## src/rtl/mc_pkg.sv

```systemverilog
// rtl/mc_pkg.sv - shared states, opcodes and select encodings for the multicycle controller
package mc_pkg;

  typedef enum logic [3:0] {
    S_FETCH, S_DECODE, S_MEMADR, S_MEMREAD, S_MEMWB, S_MEMWRITE,
    S_EXECR, S_EXECI, S_ALUWB, S_JAL, S_BEQ, S_TRAP
  } state_e;

  localparam logic [6:0] OP_LOAD   = 7'b0000011;
  localparam logic [6:0] OP_STORE  = 7'b0100011;
  localparam logic [6:0] OP_RTYPE  = 7'b0110011;
  localparam logic [6:0] OP_ITYPE  = 7'b0010011;
  localparam logic [6:0] OP_BRANCH = 7'b1100011;
  localparam logic [6:0] OP_JAL    = 7'b1101111;

  localparam logic [1:0] ALU_OP_ADD   = 2'b00;
  localparam logic [1:0] ALU_OP_SUB   = 2'b01;
  localparam logic [1:0] ALU_OP_FUNCT = 2'b10;

  localparam logic [2:0] ALU_ADD = 3'b000;
  localparam logic [2:0] ALU_SUB = 3'b001;
  localparam logic [2:0] ALU_AND = 3'b010;
  localparam logic [2:0] ALU_OR  = 3'b011;
  localparam logic [2:0] ALU_SLT = 3'b101;

  localparam logic [1:0] RES_ALUOUT    = 2'b00;
  localparam logic [1:0] RES_MEMDATA   = 2'b01;
  localparam logic [1:0] RES_ALURESULT = 2'b10;

  localparam logic [1:0] SRCA_PC    = 2'b00;
  localparam logic [1:0] SRCA_OLDPC = 2'b01;
  localparam logic [1:0] SRCA_RS1   = 2'b10;

  localparam logic [1:0] SRCB_RS2  = 2'b00;
  localparam logic [1:0] SRCB_IMM  = 2'b01;
  localparam logic [1:0] SRCB_FOUR = 2'b10;

  localparam logic [1:0] IMM_I = 2'b00;
  localparam logic [1:0] IMM_S = 2'b01;
  localparam logic [1:0] IMM_B = 2'b10;
  localparam logic [1:0] IMM_J = 2'b11;

  function automatic logic [1:0] imm_src_for(input logic [6:0] op);
    case (op)
      OP_STORE:  return IMM_S;
      OP_BRANCH: return IMM_B;
      OP_JAL:    return IMM_J;
      default:   return IMM_I;
    endcase
  endfunction

endpackage

```

## src/rtl/mc_alu_decoder.sv

```systemverilog
// rtl/mc_alu_decoder.sv - maps alu_op and funct fields to the ALU control code
module mc_alu_decoder
  import mc_pkg::*;
(
  input  logic [1:0] alu_op,
  input  logic [2:0] funct3,
  input  logic       funct7b5,
  input  logic       op5,
  output logic [2:0] alu_control
);

  always_comb begin
    alu_control = ALU_ADD;
    case (alu_op)
      ALU_OP_SUB: alu_control = ALU_SUB;
      ALU_OP_FUNCT: begin
        case (funct3)
          // funct7b5 only means sub for register-register ops; for addi it is an immediate bit
          3'b000:  alu_control = (op5 & funct7b5) ? ALU_SUB : ALU_ADD;
          3'b010:  alu_control = ALU_SLT;
          3'b110:  alu_control = ALU_OR;
          3'b111:  alu_control = ALU_AND;
          default: alu_control = ALU_ADD;
        endcase
      end
      default: alu_control = ALU_ADD;
    endcase
  end

endmodule

```

## src/rtl/multicycle_controller.sv

```systemverilog
// rtl/multicycle_controller.sv - sequencing FSM for a shared-memory multicycle RV32I datapath
module multicycle_controller
  import mc_pkg::*;
#(
  parameter int TIMEOUT_CYCLES = 16,
  parameter int CNT_WIDTH      = 32
) (
  input  logic                 clk,
  input  logic                 rst,
  input  logic [6:0]           op,
  input  logic [2:0]           funct3,
  input  logic                 funct7b5,
  input  logic                 zero,
  input  logic                 mem_ready,
  output logic                 pc_write,
  output logic                 adr_src,
  output logic                 mem_write,
  output logic                 ir_write,
  output logic [1:0]           result_src,
  output logic [1:0]           alu_src_a,
  output logic [1:0]           alu_src_b,
  output logic [1:0]           imm_src,
  output logic [2:0]           alu_control,
  output logic                 reg_write,
  output logic                 illegal_instr,
  output logic                 mem_timeout,
  output logic [CNT_WIDTH-1:0] retire_count
);

  localparam int WAIT_W = (TIMEOUT_CYCLES > 1) ? $clog2(TIMEOUT_CYCLES) : 1;
  localparam logic [WAIT_W-1:0] WAIT_LAST = WAIT_W'(TIMEOUT_CYCLES - 1);

  state_e                state_q, state_d;
  logic [WAIT_W-1:0]     wait_cnt_q, wait_cnt_d;
  logic [CNT_WIDTH-1:0]  retire_count_q, retire_count_d;
  logic                  illegal_q, illegal_d;
  logic                  timeout_q, timeout_d;

  logic       pc_write_c, mem_write_c, ir_write_c, reg_write_c;
  logic       mem_wait;
  logic [1:0] alu_op;

  always_comb begin
    state_d     = state_q;
    pc_write_c  = 1'b0;
    mem_write_c = 1'b0;
    ir_write_c  = 1'b0;
    reg_write_c = 1'b0;
    adr_src     = 1'b0;
    result_src  = RES_ALUOUT;
    alu_src_a   = SRCA_PC;
    alu_src_b   = SRCB_RS2;
    alu_op      = ALU_OP_ADD;
    mem_wait    = 1'b0;
    illegal_d   = illegal_q;
    timeout_d   = timeout_q;

    case (state_q)
      S_FETCH: begin
        alu_src_b  = SRCB_FOUR;
        result_src = RES_ALURESULT;
        ir_write_c = mem_ready;
        pc_write_c = mem_ready;
        mem_wait   = 1'b1;
        if (mem_ready) state_d = S_DECODE;
      end
      S_DECODE: begin
        alu_src_a = SRCA_OLDPC;
        alu_src_b = SRCB_IMM;
        case (op)
          OP_LOAD, OP_STORE: state_d = S_MEMADR;
          OP_RTYPE:          state_d = S_EXECR;
          OP_ITYPE:          state_d = S_EXECI;
          OP_BRANCH:         state_d = S_BEQ;
          OP_JAL:            state_d = S_JAL;
          default: begin
            state_d   = S_TRAP;
            illegal_d = 1'b1;
          end
        endcase
      end
      S_MEMADR: begin
        alu_src_a = SRCA_RS1;
        alu_src_b = SRCB_IMM;
        state_d   = op[5] ? S_MEMWRITE : S_MEMREAD;
      end
      S_MEMREAD: begin
        adr_src  = 1'b1;
        mem_wait = 1'b1;
        if (mem_ready) state_d = S_MEMWB;
      end
      S_MEMWB: begin
        result_src  = RES_MEMDATA;
        reg_write_c = 1'b1;
        state_d     = S_FETCH;
      end
      S_MEMWRITE: begin
        adr_src     = 1'b1;
        mem_write_c = 1'b1;
        mem_wait    = 1'b1;
        if (mem_ready) state_d = S_FETCH;
      end
      S_EXECR: begin
        alu_src_a = SRCA_RS1;
        alu_op    = ALU_OP_FUNCT;
        state_d   = S_ALUWB;
      end
      S_EXECI: begin
        alu_src_a = SRCA_RS1;
        alu_src_b = SRCB_IMM;
        alu_op    = ALU_OP_FUNCT;
        state_d   = S_ALUWB;
      end
      S_ALUWB: begin
        reg_write_c = 1'b1;
        state_d     = S_FETCH;
      end
      S_JAL: begin
        alu_src_a  = SRCA_OLDPC;
        alu_src_b  = SRCB_FOUR;
        pc_write_c = 1'b1;
        state_d    = S_ALUWB;
      end
      S_BEQ: begin
        alu_src_a  = SRCA_RS1;
        alu_op     = ALU_OP_SUB;
        pc_write_c = zero;
        state_d    = S_FETCH;
      end
      default: state_d = S_TRAP;
    endcase

    // A completing access on the last allowed cycle still proceeds normally
    if (mem_wait && !mem_ready && (wait_cnt_q == WAIT_LAST)) begin
      state_d   = S_TRAP;
      timeout_d = 1'b1;
    end

    wait_cnt_d = (mem_wait && !mem_ready && (state_d == state_q)) ?
                 wait_cnt_q + WAIT_W'(1) : '0;

    retire_count_d = retire_count_q;
    if ((state_d == S_FETCH) &&
        (state_q inside {S_MEMWB, S_MEMWRITE, S_ALUWB, S_BEQ}))
      retire_count_d = retire_count_q + CNT_WIDTH'(1);
  end

  always_ff @(posedge clk) begin
    if (rst) begin
      state_q        <= S_FETCH;
      wait_cnt_q     <= '0;
      retire_count_q <= '0;
      illegal_q      <= 1'b0;
      timeout_q      <= 1'b0;
    end else begin
      state_q        <= state_d;
      wait_cnt_q     <= wait_cnt_d;
      retire_count_q <= retire_count_d;
      illegal_q      <= illegal_d;
      timeout_q      <= timeout_d;
    end
  end

  mc_alu_decoder u_alu_decoder (
    .alu_op      (alu_op),
    .funct3      (funct3),
    .funct7b5    (funct7b5),
    .op5         (op[5]),
    .alu_control (alu_control)
  );

  assign imm_src       = imm_src_for(op);
  assign pc_write      = pc_write_c  & ~rst;
  assign mem_write     = mem_write_c & ~rst;
  assign ir_write      = ir_write_c  & ~rst;
  assign reg_write     = reg_write_c & ~rst;
  assign illegal_instr = illegal_q;
  assign mem_timeout   = timeout_q;
  assign retire_count  = retire_count_q;

endmodule

```

## config.mk

```make
export PLATFORM = sky130hd
export DESIGN_NAME = multicycle_controller
export DESIGN_NICKNAME = d
export VERILOG_FILES = /design/src/rtl/mc_pkg.sv /design/src/rtl/mc_alu_decoder.sv /design/src/rtl/multicycle_controller.sv
export SDC_FILE = /design/constraint.sdc
export NUM_CORES = 1
export LEC_CHECK = 0
export ABC_AREA = 1
export CELL_PAD_IN_SITES_DETAIL_PLACEMENT = 0
export CELL_PAD_IN_SITES_GLOBAL_PLACEMENT = 1
export CORE_MARGIN = 2
export CORE_UTILIZATION = 32
export DETAILED_ROUTE_END_ITERATION = 16
export MAX_ROUTING_LAYER = met4
export PLACE_DENSITY_LB_ADDON = 0.2
export SYNTH_ARGS = -nofsm -noshare
export SYNTH_HDL_FRONTEND = slang
export SYNTH_SLANG_ARGS = --single-unit
```

## constraint.sdc

```tcl
create_clock -name clk -period 1.7 [get_ports clk]
set_clock_uncertainty 0.15 [all_clocks]
set_input_delay 0.34 -clock clk [delete_from_list [all_inputs] [get_ports clk]]
set_output_delay 0.34 -clock clk [all_outputs]
set_load 0.01 [all_outputs]
```

==> flow_summary.toml <==
[outcome]
outcome = "finished, violations left"
violations = "setup timing"

[logic_synthesis]
synthArstFlopShare_pct = 0
yosysSeqAreaShare_pct = 28.1
synth_edf_count = 0
ys_ff_latch = 42
netlist_instances = 478
avgSynthCellArea_um2 = 6.25
ys_types = 32
synthesis.area_mm2 = 0.00299
ys.warnings.count = 0
syn_nets = 497
ys.flop_type = "dfxtp_1"

[sta]
finalCritPeriodShare_pct = 125
finalSetupViolCount = 54
worst_slack_ns = -0.428
max_freq_mhz = 470
worst_pin_slew_ns = 0.358
slew_headroom_pct = 76.0
fin_crit_ns = 2.13
hold_violations = 0
finalMaxSlewViolations = 0
rsz0062_at_grt = "true"
timing.hold.ws_ns = 0.308

[placement]
post-place-cells = 728
io_buffers = 64
hpwl_um = 7640
pre_cts_ws_ns = -0.593
gp_congestion = 0.879

[pwr]
p_per_area_mw_per_mm2 = 1120
max-vdd-ir-drop_mv = 0.941
p_sw_mw = 2.80
clkPwrFrac_pct = 10.8
power_frac_comb_pct = 72.4
power_switching_share_pct = 41.7
p_leak_nw = 2.58
p_seq_share_pct = 16.7
power.internal_mw = 3.91
p_total_mw = 6.71

[setup_path]
rr_worst_depth = 13
cp.required_ns = 1.78
cp-start-kind = "register"
critPathKind = "reg -> reg"
crit_arrival_ns = 2.21
critPathMaxFanout = 7
end_kind = "register"

[final_layout]
seqCellArea_um2 = 886
antenna_cells = 0
num-fill-cells = 794
multiInputGateArea_mm2 = 0.00266
syn_to_final_growth_pct = 99.7
final_cells = 787
final_layout_size_suffix_gt1_share_pct = 53.8
nets = 694

[clocking]
clock-sinks = 42
clockRootBuffer = "clkbuf_8"
hold_buffers = 0
clkSlewWorstSetupHoldPaths_ns = 0.09
cts_tree = "yes"
clk_path_buf_depth = 2
cts_buffers = 5
htree_levels = 2
clock_latency_ns = 0.30

[floorplanning]
die-area_mm2 = 0.0101
rows = 35
fp.coreArea_mm2 = 0.00915
start_util_pct = 32.7
io_pins = 65
die_w_um = 101
die_y_um = 101

[drt]
drcViolationCount = 0
wl_um = 12400
antenna_left = 0
vias = 3924
drt-initial-drc-count = 142
drtPass1Iterations = 5
routedWlPerCell_um = 15.8
avgViaCountPerCell = 4.99

[min_path]
hold_path_class = "reg -> reg"
hold_depth = 2

[global_route]
overflow = 0
first_global_vias = 3946
grt_antenna_before_repair = 0
grt_max_degree = 38
grt_pass1_wl_um = 19600
grtUsageTotal_pct = 25.0

[run]
cap_violations = 0
==> cell usage in the layout (no fill, tap or decap), types with 3 or more instances in the layout <==
cell	instances
buf_12	12
dfxtp_1	10
buf_16	5
nor2_2	3
dlymetal6s2s_1	4
dlygate4sd2_1	34
buf_6	36
nor2_4	18
a21oi_1	6
nand3_1	13
nand2_4	20
a21oi_2	29
nand4_1	3
inv_2	13
nand2_1	113
buf_4	90
inv_4	4
inv_1	28
nand3b_1	12
nand3_4	15
xnor2_1	4
nor2_1	49
clkdlybuf4s50_1	7
clkbuf_8	6
buf_2	10
nand3_2	26
xor2_1	12
nor3_1	10
dfxtp_2	30
nand2_2	22
==> kinds of logic (layout without fill, tap and decap cells) <==
logic type / after synthesis / after routing / synth area share, %
and+or+nand+nor: 311 / 311 / 48.2
buffers and inverters: 60 / 258 / 9.46
AOI/OAI and AO/OA: 45 / 45 / 7.83
DFF: 42 / 42 / 28.1
xor gates and xnor gates: 16 / 16 / 4.69
adders and majority gates: 4 / 4 / 1.67
==> path summary, 6_finish.rpt <==
path                      endpoint  slack, ns          start
setup / recovery  retire_count[22]      -0.43     state_q[2]
hold / removal       illegal_instr       0.31  illegal_instr
setup reg to reg  retire_count[22]      -0.43     state_q[2]
hold reg to reg      illegal_instr       0.31  illegal_instr
==> power groups by stage <==
stage | registers [mW] | logic, mW | clock network [mW]
floorplan | 1.15 | 1.28 | 0
global placement | 1.12 | 2.40 | 0
detailed placement | 1.12 | 2.43 | 0
CTS | 1.11 | 4.39 | 0.726
global route | 1.13 | 5.09 | 0.763
finish | 1.12 | 4.86 | 0.727
==> flip-flops by register name, summed over array words and instances (netlist names) <==
register / count
retire_count: 32
illegal_instr: 1
mem_timeout: 1
wait_cnt_q: 4
state_q: 4
==> cell usage after synthesis, types with 2 or more instances <==
master    instances  area (um^2)
nand3_2           3         30.0
nor4_1            2         12.5
nand3_4           2         35.0
o21ai_0           3         15.0
nand2_4           2         22.5
nand3b_1         12         90.1
clkbuf_1          4         15.0
buf_4             4         30.0
dfxtp_1          42          841
buf_6             5         56.3
nand3_1          49          245
a21oi_1          36          180
ha_1              4         50.1
nor3_1           12         60.1
nand2_1         152          571
nand4_1           3         18.8
xnor2_1           4         35.0
nor2_4            5         56.3
xor2_1           12          105
inv_1            40          150
inv_2             5         18.8
nor2_1           64          240
a31oi_1           3         18.8
nor2_8            2         40.0
==> final cells by class <==
cell class,instances,share of cell area (%)
Multi-Input combinational cell,376,44.5
Timing Repair Buffer,204,33.5
Sequential cell,42,14.8
Inverter,46,3.14
Tap cell,111,2.33
Clock buffer,6,1.38
Clock inverter,2,0.210
==> metal layers <==
metal  vias to the layer above  global-route usage (%)  routed length, um
met2                        95                    43.2               6290
met4                         0                    5.06                198
met1                      1865                    31.2               5510
li1                       1945                       -                  -
met3                        19                    3.40                408
met5                         -                       -                  0
==> through the flow <==
step	util, %	instance area [um^2]	setup TNS [ns]
4_1_cts	60.0	5490	-14.29
3_3_place_gp	49.0	4490	-24.39
6_report	65.2	5970	-17.61
2_1_floorplan	-	3070	-0.0480
5_1_grt	65.2	5970	-21.29
3_5_place_dp	49.0	4490	-26.19
==> timing repair <==
action / in CTS / in global routing
setup buffers: 35 / 15
pin swaps: 42 / 29
resized for setup: 265 / 112
cloned: 6 / 1
endpoints found under the hold margin: 0 / 0
endpoints found under the setup margin: 88 / 57
==> worst max-delay path, stage by stage (launching register included) <==
cell,delay (ns)
dfxtp_4,0.39
buf_6,0.13
nor2_4,0.05
buf_6,0.12
buf_8,0.14
nand2_4,0.09
nand3_4,0.09
nor2_4,0.11
nand3_4,0.12
nor2_8,0.19
buf_12,0.14
buf_16,0.13
nand3_2,0.07
a21oi_2,0.13
No activity file was read; power rests on OpenSTA's default activity.
==> patch 1, RTL diff (config.mk and constraints unchanged) <==
Set the parameter `TIMEOUT_CYCLES` to 32 (it was 16).
--- a/src/rtl/multicycle_controller.sv
+++ b/src/rtl/multicycle_controller.sv
@@ -2,7 +2,7 @@
 module multicycle_controller
   import mc_pkg::*;
 #(
-  parameter int TIMEOUT_CYCLES = 16,
+  parameter int TIMEOUT_CYCLES = 32,
   parameter int CNT_WIDTH      = 32
 ) (
   input  logic                 clk,
Formal check against the unedited RTL: same outputs for any inputs over 10 cycles, from zero or initial values and one cycle with rst high; that may be too few to reach the edited logic, so the function may still have changed.
==> patch 1 against the unedited design <==
The flow still finishes with violations (negative setup slack); fmax increased by 0.30%; worst setup slack better by 0.0065 ns; wire length fell by 2.8%; synthesized area is 6.6% higher; design area fell by 5.2%; synthesized cell count grew 6.7%; sequential cell count up 1; total power is 25% lower; critical endpoint is now retire_count[20].
==> patch 1: results (changes against the unedited design) <==
INFO  metric run_status = finished with violations
INFO  metric failing_checks = negative setup slack
INFO  metric finalWorstSetupSlack = -0.422 ns (+0.00645 ns)
INFO  metric regToRegEndpoint = retire_count[20]
INFO  metric detailedPlacementHpwl = 7.49 mm (-1.9%)
INFO  metric drt_pass1_iterations = 4 (-1)
INFO  metric synthesis.instances = 510 (+6.7%)
INFO  metric wl_per_cell = 14.7 µm (-7.0%)
INFO  metric synth_top_cells_by_count = 173 x sky130_fd_sc_hd__nand2_1, 81 x sky130_fd_sc_hd__nor2_1, 43 x sky130_fd_sc_hd__dfxtp_1
INFO  metric detailroute.via_count = 3,971 (+1.2%)
INFO  metric finalSetupViolations = 55 (+1.9%)
INFO  metric ir_drop_worst_case_vdd = 0.478 mV (-49%)
INFO  metric first_global_vias = 3,666 (-7.1%)
INFO  metric cts-root-buf = sky130_fd_sc_hd__clkbuf_8
INFO  metric globalplace.congestion = 0.883 (+0.44%)
INFO  metric grt_pass1_wl = 18.1 mm (-7.7%)
INFO  metric final_nets = 709 (+2.2%)
INFO  metric dpl-instance-area = 0.00467 mm² (+4.0%)
INFO  metric r2r_start = state_q[3]
INFO  metric drive_above_1_share = 0.457 (-0.0819)
INFO  metric starting_drt_drc_count = 190 (+34%)
INFO  metric synth_area_leaders = sky130_fd_sc_hd__dfxtp_1 27%, sky130_fd_sc_hd__nand2_1 20%, sky130_fd_sc_hd__nor2_1 9.5%
INFO  metric worst-slew-pin-transition = 0.556 ns (+0.199 ns)
INFO  metric via_per_inst = 4.83 (-3.2%)
INFO  metric timing.critical_path.fanout_max = 6 (-1)
INFO  metric global_route.usage.total = 0.208 (-0.0417)
INFO  metric power.static_leakage = 0.00254 µW (-1.6%)
-- patch 1: worst max-delay path by stage --
stage / from / endpoint / slack, ns / cells after the start
2_1_floorplan: wait_cnt_q[0] / retire_count[2] / -0.08 / 10
4_1_cts: state_q[1] / alu_control[1] / -0.38 / 8
3_3_place_gp: op[5] / imm_src[0] / -0.64 / 6
3_5_place_dp: op[5] / wait_cnt_q[3] / -0.65 / 12
6_report: state_q[3] / retire_count[20] / -0.42 / 13
5_1_grt: state_q[0] / retire_count[13] / -0.49 / 13
-- patch 1: repair_timing --
action / CTS / global route
pin swaps: 25 / 41
cloned: 3 / 6
gates resized for setup: 195 / 107
endpoints found under the setup margin: 89 / 59
setup buffers: 16 / 18
-- patch 1: where the power goes --
group | total, µW | switching [µW] | internal, µW
sequential | 1130 | 58.7 | 1070
combinational | 3180 | 1630 | 1550
clock | 752 | 381 | 370
total | 5060 | 2070 | 2990
-- patch 1: tightest hold or removal path: stages (launching register included) --
cell	delay [ns]
sky130_fd_sc_hd__dfxtp_1	0.32
sky130_fd_sc_hd__inv_1	0.04
sky130_fd_sc_hd__a21oi_1	0.05
-- patch 1: through the flow --
step | setup WS (ns) | setup TNS, ns | utilization | hold slack [ns]
final | -0.422 | -18.71 | 0.582 | 0.301
after global routing | -0.487 | -22.71 | 0.582 | 0.345
after CTS | -0.382 | -14.56 | 0.521 | 0.312
after detailed placement | -0.653 | -30.86 | 0.480 | 0.298
after global placement | -0.635 | -29.75 | 0.480 | 0.296
after floorplan | -0.0772 | -2.32 | - | 0.270
-- patch 1: per-layer routing --
metal	global-route usage	vias up	share of wire
met1	0.289	1863	0.47
met3	0.0227	14	0.053
met5	-	-	0
met4	0.0550	0	0.014
li1	-	2010	-
met2	0.323	84	0.47
-- patch 1: cell type report --
type	count	area (µm²)
inverters	45	181
repair buffers	189	1760
clock buffers	7	96.3
fillers	960	4070
flip-flops and latches	43	913
multi-input cells	405	2530
clock inverters	1	7.51
well taps	133	166
-- patch 1: kinds of logic (layout without fill, tap and decap cells) --
logic type               after synthesis  count (layout)  synth area share
adder cells (fa/ha/maj)                5               5            0.0196
buffers and inverters                 62             242            0.0942
flip-flops                            43              43             0.270
AO/OA/AOI/OAI                         40              40            0.0660
AND/OR/NAND/NOR                      343             343             0.503
XOR/XNOR                              17              17            0.0467
==> patch 2, RTL diff (same flow settings) <==
Made on the original files. Register the output `retire_count` once more, cleared by the reset; this adds one clock of latency there. The other outputs are not delayed to match.
--- a/src/rtl/multicycle_controller.sv
+++ b/src/rtl/multicycle_controller.sv
@@ -176,7 +176,13 @@
   assign reg_write     = reg_write_c & ~rst;
   assign illegal_instr = illegal_q;
   assign mem_timeout   = timeout_q;
-  assign retire_count  = retire_count_q;
+  always_ff @(posedge clk) begin
+    if (rst) begin
+      retire_count <= '0;
+    end else begin
+      retire_count <= retire_count_q;
+    end
+  end
 
 endmodule
 
Formal check against the unedited RTL: not equivalent (a bounded check fails within 4 cycles, from zero or initial values and one cycle with rst high).
==> patch 2 against the unedited design <==
The run ends with design-rule violations, negative setup slack left; wire length down 6.5%; total power grew 7.4%; design area is 5.0% higher; critical path depth down 5; sequential cell count rose by 32; synthesized area increased by 27%; count of clock-buffer cells in the layout rose by 4; synthesized cell count grew 18%; non-clock buffer count is 37 lower; worst setup slack got worse by 0.012 ns; clock power rose to 2.6 times the old value; combinational power decreased by 30%; critical path type is now flip-flop to primary output; largest power group unchanged; highest routed layer unchanged.
==> patch 2: results (changes against the unedited design) <==
INFO  metric yosys.area_share.xor_xnor = 0.0391 (-0.00780)
INFO  metric starting_drt_drc_count = 179 (+26%)
INFO  metric layout_cells_excl_fill = 873 (+11%)
INFO  metric routed_wl = 11.6 mm (-6.5%)
INFO  metric post_cts_resize_count = 135 (-49%)
INFO  metric grt_pass1_wl = 18.5 mm (-5.6%)
INFO  metric seq_area_frac_synth = 0.389 (+0.108)
INFO  metric detailroute.via_count = 4,072 (+3.8%)
INFO  metric place.detailed.instances = 827 (+14%)
INFO  metric p_int = 4640 µW (+19%)
INFO  metric cts.clk_slew.worst_paths = 0.06 ns (-0.03 ns)
INFO  metric run_status = finished with violations
INFO  metric final_nets = 744 (+7.2%)
INFO  metric power_share_of_the_sequential_group = 0.263 (+0.096)
INFO  metric synth_area_leaders = sky130_fd_sc_hd__dfxtp_1 39%, sky130_fd_sc_hd__nand2_1 15%, sky130_fd_sc_hd__nor2_1 11%
INFO  metric cp-endpoint = alu_control[1]
INFO  metric finalWorstSetupSlack = -0.441 ns (-0.0122 ns)
INFO  metric drive_above_1_share = 0.375 (-0.163)
INFO  metric failing_checks = design-rule violations, negative setup slack
INFO  metric post-route-drc-count = 3 (+3)
INFO  metric timing.critical_path.fanout_max = 3 (-4)
INFO  metric worst_min_delay_path_startpoint = mem_timeout
INFO  metric synth_fp_nets = 583 (+17%)
INFO  metric finalSetupViolations = 52 (-3.7%)
INFO  metric max_stage_delay = 0.36 ns (-0.03 ns)
-- patch 2: cell count changes after synthesis, moves of 4 or more --
cell and change:
sky130_fd_sc_hd__nor2_1 +46, sky130_fd_sc_hd__dfxtp_1 +32, sky130_fd_sc_hd__inv_1 +26, sky130_fd_sc_hd__nand3b_1 -11, sky130_fd_sc_hd__nor3_1 -11, sky130_fd_sc_hd__a21oi_1 -5, sky130_fd_sc_hd__inv_2 -5, sky130_fd_sc_hd__nor2_2 +5
sky130_fd_sc_hd__nand3_2 +4, sky130_fd_sc_hd__xor2_1 +4
-- patch 2: cell type report --
cell class,count,area (µm²)
Fill cell,1103,5250
Multi-Input combinational cell,407,2490
Timing Repair Buffer,167,1550
Sequential cell,74,1490
Inverter,66,258
Clock buffer,10,229
Tap cell,143,179
Clock inverter,6,66.3
-- patch 2: kinds of logic after synthesis --
family / count (synthesis)
simple gates: 339
buf+inv: 83
flops: 74
compound gates: 47
xor+xnor: 17
fa+ha+maj: 4
